<file path="config.mk">
export PLATFORM = sky130hd
export DESIGN_NAME = rr_grant_issuer
export DESIGN_NICKNAME = d
export VERILOG_FILES = /design/src/rtl/rr_grant_issuer.sv
export SDC_FILE = /design/constraint.sdc
export NUM_CORES = 1
export LEC_CHECK = 0
export CAP_MARGIN = 20
export CORE_MARGIN = 2
export CORE_UTILIZATION = 46
export DETAILED_ROUTE_END_ITERATION = 6
export GPL_TIMING_DRIVEN = 0
export PLACE_DENSITY = 0.76
export SLEW_MARGIN = 10
export SYNTH_ARGS = -nofsm -noshare
export SYNTH_HDL_FRONTEND = slang
export SYNTH_SLANG_ARGS = --single-unit
</file>
<file path="constraint.sdc">
create_clock -name clk_i -period 2.6 [get_ports clk_i]
set_input_delay 0.52 -clock clk_i [delete_from_list [all_inputs] [get_ports clk_i]]
set_output_delay 0.52 -clock clk_i [all_outputs]
set_load 0.01 [all_outputs]
</file>
<file path="src/rtl/rr_grant_issuer.sv">
`default_nettype none
// ============================================================================
// Module   : rr_grant_issuer
// Brief    : Grant side of a round-robin arbiter. Drives the priority index
//            to an external combinational priority coder, takes the coder's
//            winning index back, issues a registered one-hot grant, holds it
//            until done / request drop / hold timeout, then rotates priority.
// Revision : 1.0 - initial release
// ============================================================================
module rr_grant_issuer #(
  parameter int REQCNT   = 3,
  parameter int REQWIDTH = $clog2(REQCNT),
  parameter int MAXHOLD  = 16,
  parameter int HOLDW    = $clog2(MAXHOLD + 1)
) (
  input  logic                clk_i,
  input  logic                rst_n_i,
  input  logic [REQCNT-1:0]   req_i,
  input  logic [REQCNT-1:0]   done_i,
  input  logic [REQWIDTH-1:0] data_num_i,
  output logic [REQWIDTH-1:0] prior_o,
  output logic [REQCNT-1:0]   gnt_o,
  output logic                gnt_valid_o,
  output logic [REQWIDTH-1:0] gnt_num_o,
  output logic                timeout_o
);

  localparam logic [1:0] C_ST_IDLE  = 2'd0;
  localparam logic [1:0] C_ST_GRANT = 2'd1;
  localparam logic [1:0] C_ST_GAP   = 2'd2;

  localparam logic [REQWIDTH:0]   C_REQCNT_EXT = (REQWIDTH + 1)'(REQCNT);
  localparam logic [REQWIDTH-1:0] C_LAST_IDX   = REQWIDTH'(REQCNT - 1);
  localparam logic [HOLDW-1:0]    C_CNT_LAST   = HOLDW'(MAXHOLD - 1);
  localparam logic [REQCNT-1:0]   C_ONE_HOT0   = REQCNT'(1);

  logic [1:0]          state_q, state_d;
  logic [REQCNT-1:0]   gnt_q, gnt_d;
  logic [REQWIDTH-1:0] num_q, num_d;
  logic [REQWIDTH-1:0] prior_q, prior_d;
  logic [HOLDW-1:0]    cnt_q, cnt_d;
  logic                timeout_q, timeout_d;

  logic w_in_range;
  logic w_start;
  logic w_done;
  logic w_drop;
  logic w_last;
  logic w_release;
  logic w_timeout;

  // The coder's answer is only trusted when it is in range and actually requesting.
  assign w_in_range = ({1'b0, data_num_i} < C_REQCNT_EXT);
  assign w_start    = (|req_i) && w_in_range && req_i[data_num_i];

  // Release sources for the current owner; done/drop take precedence over timeout.
  assign w_done    = done_i[num_q];
  assign w_drop    = ~req_i[num_q];
  assign w_last    = (cnt_q == C_CNT_LAST);
  assign w_release = w_done | w_drop | w_last;
  assign w_timeout = w_last & ~w_done & ~w_drop;

  // State register.
  always_ff @(posedge clk_i or negedge rst_n_i) begin
    if (!rst_n_i) begin
      state_q <= C_ST_IDLE;
    end else begin
      state_q <= state_d;
    end
  end

  // Next-state logic: IDLE -> GRANT -> GAP -> IDLE.
  always_comb begin
    state_d = state_q;
    case (state_q)
      C_ST_IDLE:  if (w_start)   state_d = C_ST_GRANT;
      C_ST_GRANT: if (w_release) state_d = C_ST_GAP;
      C_ST_GAP:                  state_d = C_ST_IDLE;
      default:                   state_d = C_ST_IDLE;
    endcase
  end

  // Output / datapath next values; every output is taken from a register.
  always_comb begin
    gnt_d     = gnt_q;
    num_d     = num_q;
    prior_d   = prior_q;
    cnt_d     = cnt_q;
    timeout_d = 1'b0;
    case (state_q)
      C_ST_IDLE: begin
        if (w_start) begin
          num_d = data_num_i;
          gnt_d = C_ONE_HOT0 << data_num_i;
          cnt_d = '0;
        end
      end
      C_ST_GRANT: begin
        if (w_release) begin
          gnt_d     = '0;
          num_d     = '0;
          prior_d   = (num_q == C_LAST_IDX) ? '0 : num_q + 1'b1;
          timeout_d = w_timeout;
        end else begin
          cnt_d = cnt_q + 1'b1;
        end
      end
      default: begin
        gnt_d = '0;
      end
    endcase
  end

  // Output and datapath registers; reset drops the grant without waiting for a clock.
  always_ff @(posedge clk_i or negedge rst_n_i) begin
    if (!rst_n_i) begin
      gnt_q     <= '0;
      num_q     <= '0;
      prior_q   <= '0;
      cnt_q     <= '0;
      timeout_q <= 1'b0;
    end else begin
      gnt_q     <= gnt_d;
      num_q     <= num_d;
      prior_q   <= prior_d;
      cnt_q     <= cnt_d;
      timeout_q <= timeout_d;
    end
  end

  assign gnt_o       = gnt_q;
  assign gnt_valid_o = |gnt_q;
  assign gnt_num_o   = num_q;
  assign prior_o     = prior_q;
  assign timeout_o   = timeout_q;

endmodule
`default_nettype wire
</file>
==> metrics.md <==
| Metric | Value |
|---|---|
| Cell Chain, Critical Path | `ha_1, and3_1, ha_1, or4_1, buf_2, or4b_1, nand3_1` |
| Most frequent cell after synthesis | `dfrtp_1` |
| Worst path slowest cell | `or4_1` |
| Main synth FF type | `dfrtp_1` |
| Initial antenna violation count | `0` |
| Initial Util | `0.4882` |
| Grt ovf | `0` |
| Pwr Density | `~940 nW/um2` |
| Core Area | `about 1500 um2` |
| FP Rows | `14` |
| Clock Skew | `0.0005338 ns` |
| Multi-input gate area | `331.6 um2` |
| Comb pwr share | `0.422` |
| EDFF count, synth | `0` |
| Crit. End Element | `register` |
| Outcome | `finished clean` |
| Netlist cell types | `26` |
| CP max stage delay | `approximately 0.5 ns` |
| Root Buffer | `clkbuf_4` |
| Total number of yosys warnings | `0` |
| Worst Hold Class | `reg -> reg` |
| TritonCTS clock tree | `yes` |
| Final setup vio count | `0` |
| Final nets | `a little over 100` |
| Sink Count | `15` |
| Via count | `approximately 600` |
| H-tree levels | `1` |
| Inst Count DP | `100` |
| Ports | `19` |
| Clock Path Buffers | `2` |
| Period utilization | `0.8941` |
| Die area | `roughly 1900 um2` |
| Syn Nets | `just under 80` |
| DR WL/cell | `roughly 13 um` |
| Clock slew at the register clock pins of the worst setup and hold paths | `roughly 0.09 ns` |
| Tmin final | `~2.3 ns` |
| Die height | `43.76 um` |
| WP data arrival | `2.56 ns` |
| CP top delay family | `simple AND/OR/NAND/NOR gates` |
| Sw Pwr | `around 320 uW` |
| Max-cap violations | `0` |
| Largest net degree at the start of global routing | `16` |
| Number of global-route vias before repair | `584` |
| Required @ worst endpoint | `about 2.8 ns` |
| Avg Vias per Cell | `5.750` |
| Worst-margin pin slew | `between 0.6 and 0.7 ns` |
| Cell Area, Synth | `a little over 700 um2` |
| RSZ-0062 raised after global routing | `false` |
| Detailed Route Iter0 Violations | `1` |
| Hpwl dp | `1.055 mm` |
| Synth top area cells | `dfrtp_1 52%, a22o_1 7.2%, mux2i_1 5.5%` |
| Crit start category | `register` |
| Post-synthesis sequential area ratio | `0.5164` |
| Worst Path Buf+Inv | `1` |
| Peak supply drop | `0.4631 mV` |
| Clock power share | `0.153` |
| GRT Util Overall | `0.1800` |
| Utilization after layout | `0.6412` |
| # Post-CTS Setup Buffers | `0` |
| CTS-repair resized insts | `0` |
| CTS Buf Count | `3` |
| Setup TNS Final | `0 ns` |
| Input/output buffers | `18` |
| Cts hold-fix bufs | `0` |
| First-pass GRT wire length | `2.442 mm` |
| CP dominant cell by count | `ha_1` |
| Fmax | `between 400 and 500 MHz` |
| Dpl ws | `around 0.084 ns` |
| Die Wd | `roughly 44 um` |
| Syn Inst Count | `between 60 and 70` |
| Yosys top cell by area | `dfrtp_1` |
| Final Max Tran Viols | `0` |
| Fin. Hold Viols | `0` |
| Share of layout cells above drive strength 1 | `0.07955` |
| Fin cells | `between 100 and 150` |
| Routed WL | `around 1.4 mm` |
| Setup ws final | `~0.28 ns` |
| Clk_lat worst skew | `0.29 ns` |
| Mean post-synth cell area | `between 10 and 15 um2` |
| Critical Path Fanout Max | `10` |
| Routed Antenna Nets | `0` |
| Drt pass-1 iters | `4` |
| CP Class | `reg -> reg` |
| Post-synth ARST share | `1.000` |
| Most frequent cells after synthesis | `15 x dfrtp_1, 6 x a22o_1, 5 x nor2_1` |
| Switching share of power | `0.3541` |
| Post-synthesis sequential element count | `15` |
| Leak | `0.4438 nW` |
| Register share of total power | `0.425` |
| Final GP Congestion | `about 0.75` |
| Fillers | `approximately 120` |
| Layout area overhead | `31.33%` |
| Slew headroom | `0.5842` |
| Power Internal | `between 500 and 600 uW` |
| Top cell type's share of synthesized area | `0.5164` |
| Post-route DRC | `0` |
| Register area | `375.4 um2` |
| ANT cells | `0` |
final timing paths:
check | from | to | slack, ns | depth (start not counted)
max | cnt_q[0]$_DFFE_PN0P_ | cnt_q[2]$_DFFE_PN0P_ | 0.28 | 7
min | cnt_q[0]$_DFFE_PN0P_ | cnt_q[0]$_DFFE_PN0P_ | 0.51 | 1
max reg2reg | cnt_q[0]$_DFFE_PN0P_ | cnt_q[2]$_DFFE_PN0P_ | 0.28 | 7
min reg2reg | cnt_q[0]$_DFFE_PN0P_ | cnt_q[0]$_DFFE_PN0P_ | 0.51 | 1
max in group asynchronous | rst_n_i | prior_o[1]$_DFFE_PN0P_ | 1.60 | 1
min in group asynchronous | rst_n_i | gnt_o[1]$_DFFE_PN0P_ | 0.61 | 1
logic make-up (layout without fill, tap and decap cells):
| group | Yosys count | count (layout) | share of synthesized area |
|---|---|---|---|
| simple gates | 24 | 24 | 0.1756 |
| compound gates | 14 | 14 | 0.1601 |
| buf+inv | 5 | 27 | 0.02753 |
| flops | 15 | 15 | 0.5164 |
| mux | 6 | 6 | 0.08606 |
| fa+ha+maj | 2 | 2 | 0.03442 |
metrics by stage:
| step | power [mW] | hold WS [ns] | area, um2 |
|---|---|---|---|
| final | 0.8974 | 0.5112 | 954.7 |
| after global routing | 0.9640 | 0.5227 | 954.7 |
| after CTS | 0.9077 | 0.5158 | 954.7 |
| after detailed placement | 0.7687 | 0.4950 | 927.1 |
| after global placement | 0.7596 | 0.4919 | 927.1 |
| after floorplan | 0.5976 | 0.2244 | 726.9 |
flip-flops by register name, summed over array words and instances, names as in the netlist:
name and flops:
gnt_o 3, gnt_num_o 2, timeout_o 1, prior_o 2, state_q 2, cnt_q 5
placed cells by master, fill, tap and decap left out, drive strengths merged, types with 3 or more instances in the layout:
cell type / instances
nand2: 4
nor2: 5
nor3: 3
a22o: 6
clkbuf: 3
dfrtp: 15
nor2b: 3
clkdlybuf4s50: 18
inv: 4
mux2i: 4
power groups by stage:
| stage | clock [mW] | combinational [mW] | sequential, mW |
|---|---|---|---|
| 2_1_floorplan | 0 | 0.206 | 0.392 |
| 3_3_place_gp | 0 | 0.375 | 0.384 |
| 3_5_place_dp | 0 | 0.383 | 0.386 |
| 4_1_cts | 0.141 | 0.384 | 0.382 |
| 5_1_grt | 0.150 | 0.418 | 0.396 |
| 6_report | 0.137 | 0.379 | 0.382 |
metal layers:
metal | vias up | share of wire | track usage
li1 | 288 | - | -
met1 | 295 | 0.46 | 0.2189
met3 | 5 | 0.030 | 0.03750
met4 | 0 | 0.037 | 0.1455
met2 | 10 | 0.47 | 0.2735
met5 | - | 0 | 0
layout make-up:
type                    count  area share
clock inverters             1    0.005242
repair buffers             18      0.1887
plain buffers               1    0.005242
clock buffers               3     0.02359
multi-input cells          46      0.3473
well taps                  16     0.02097
inverters                   4     0.01573
flip-flops and latches     15      0.3932
Power figures use the tool's default switching activity.
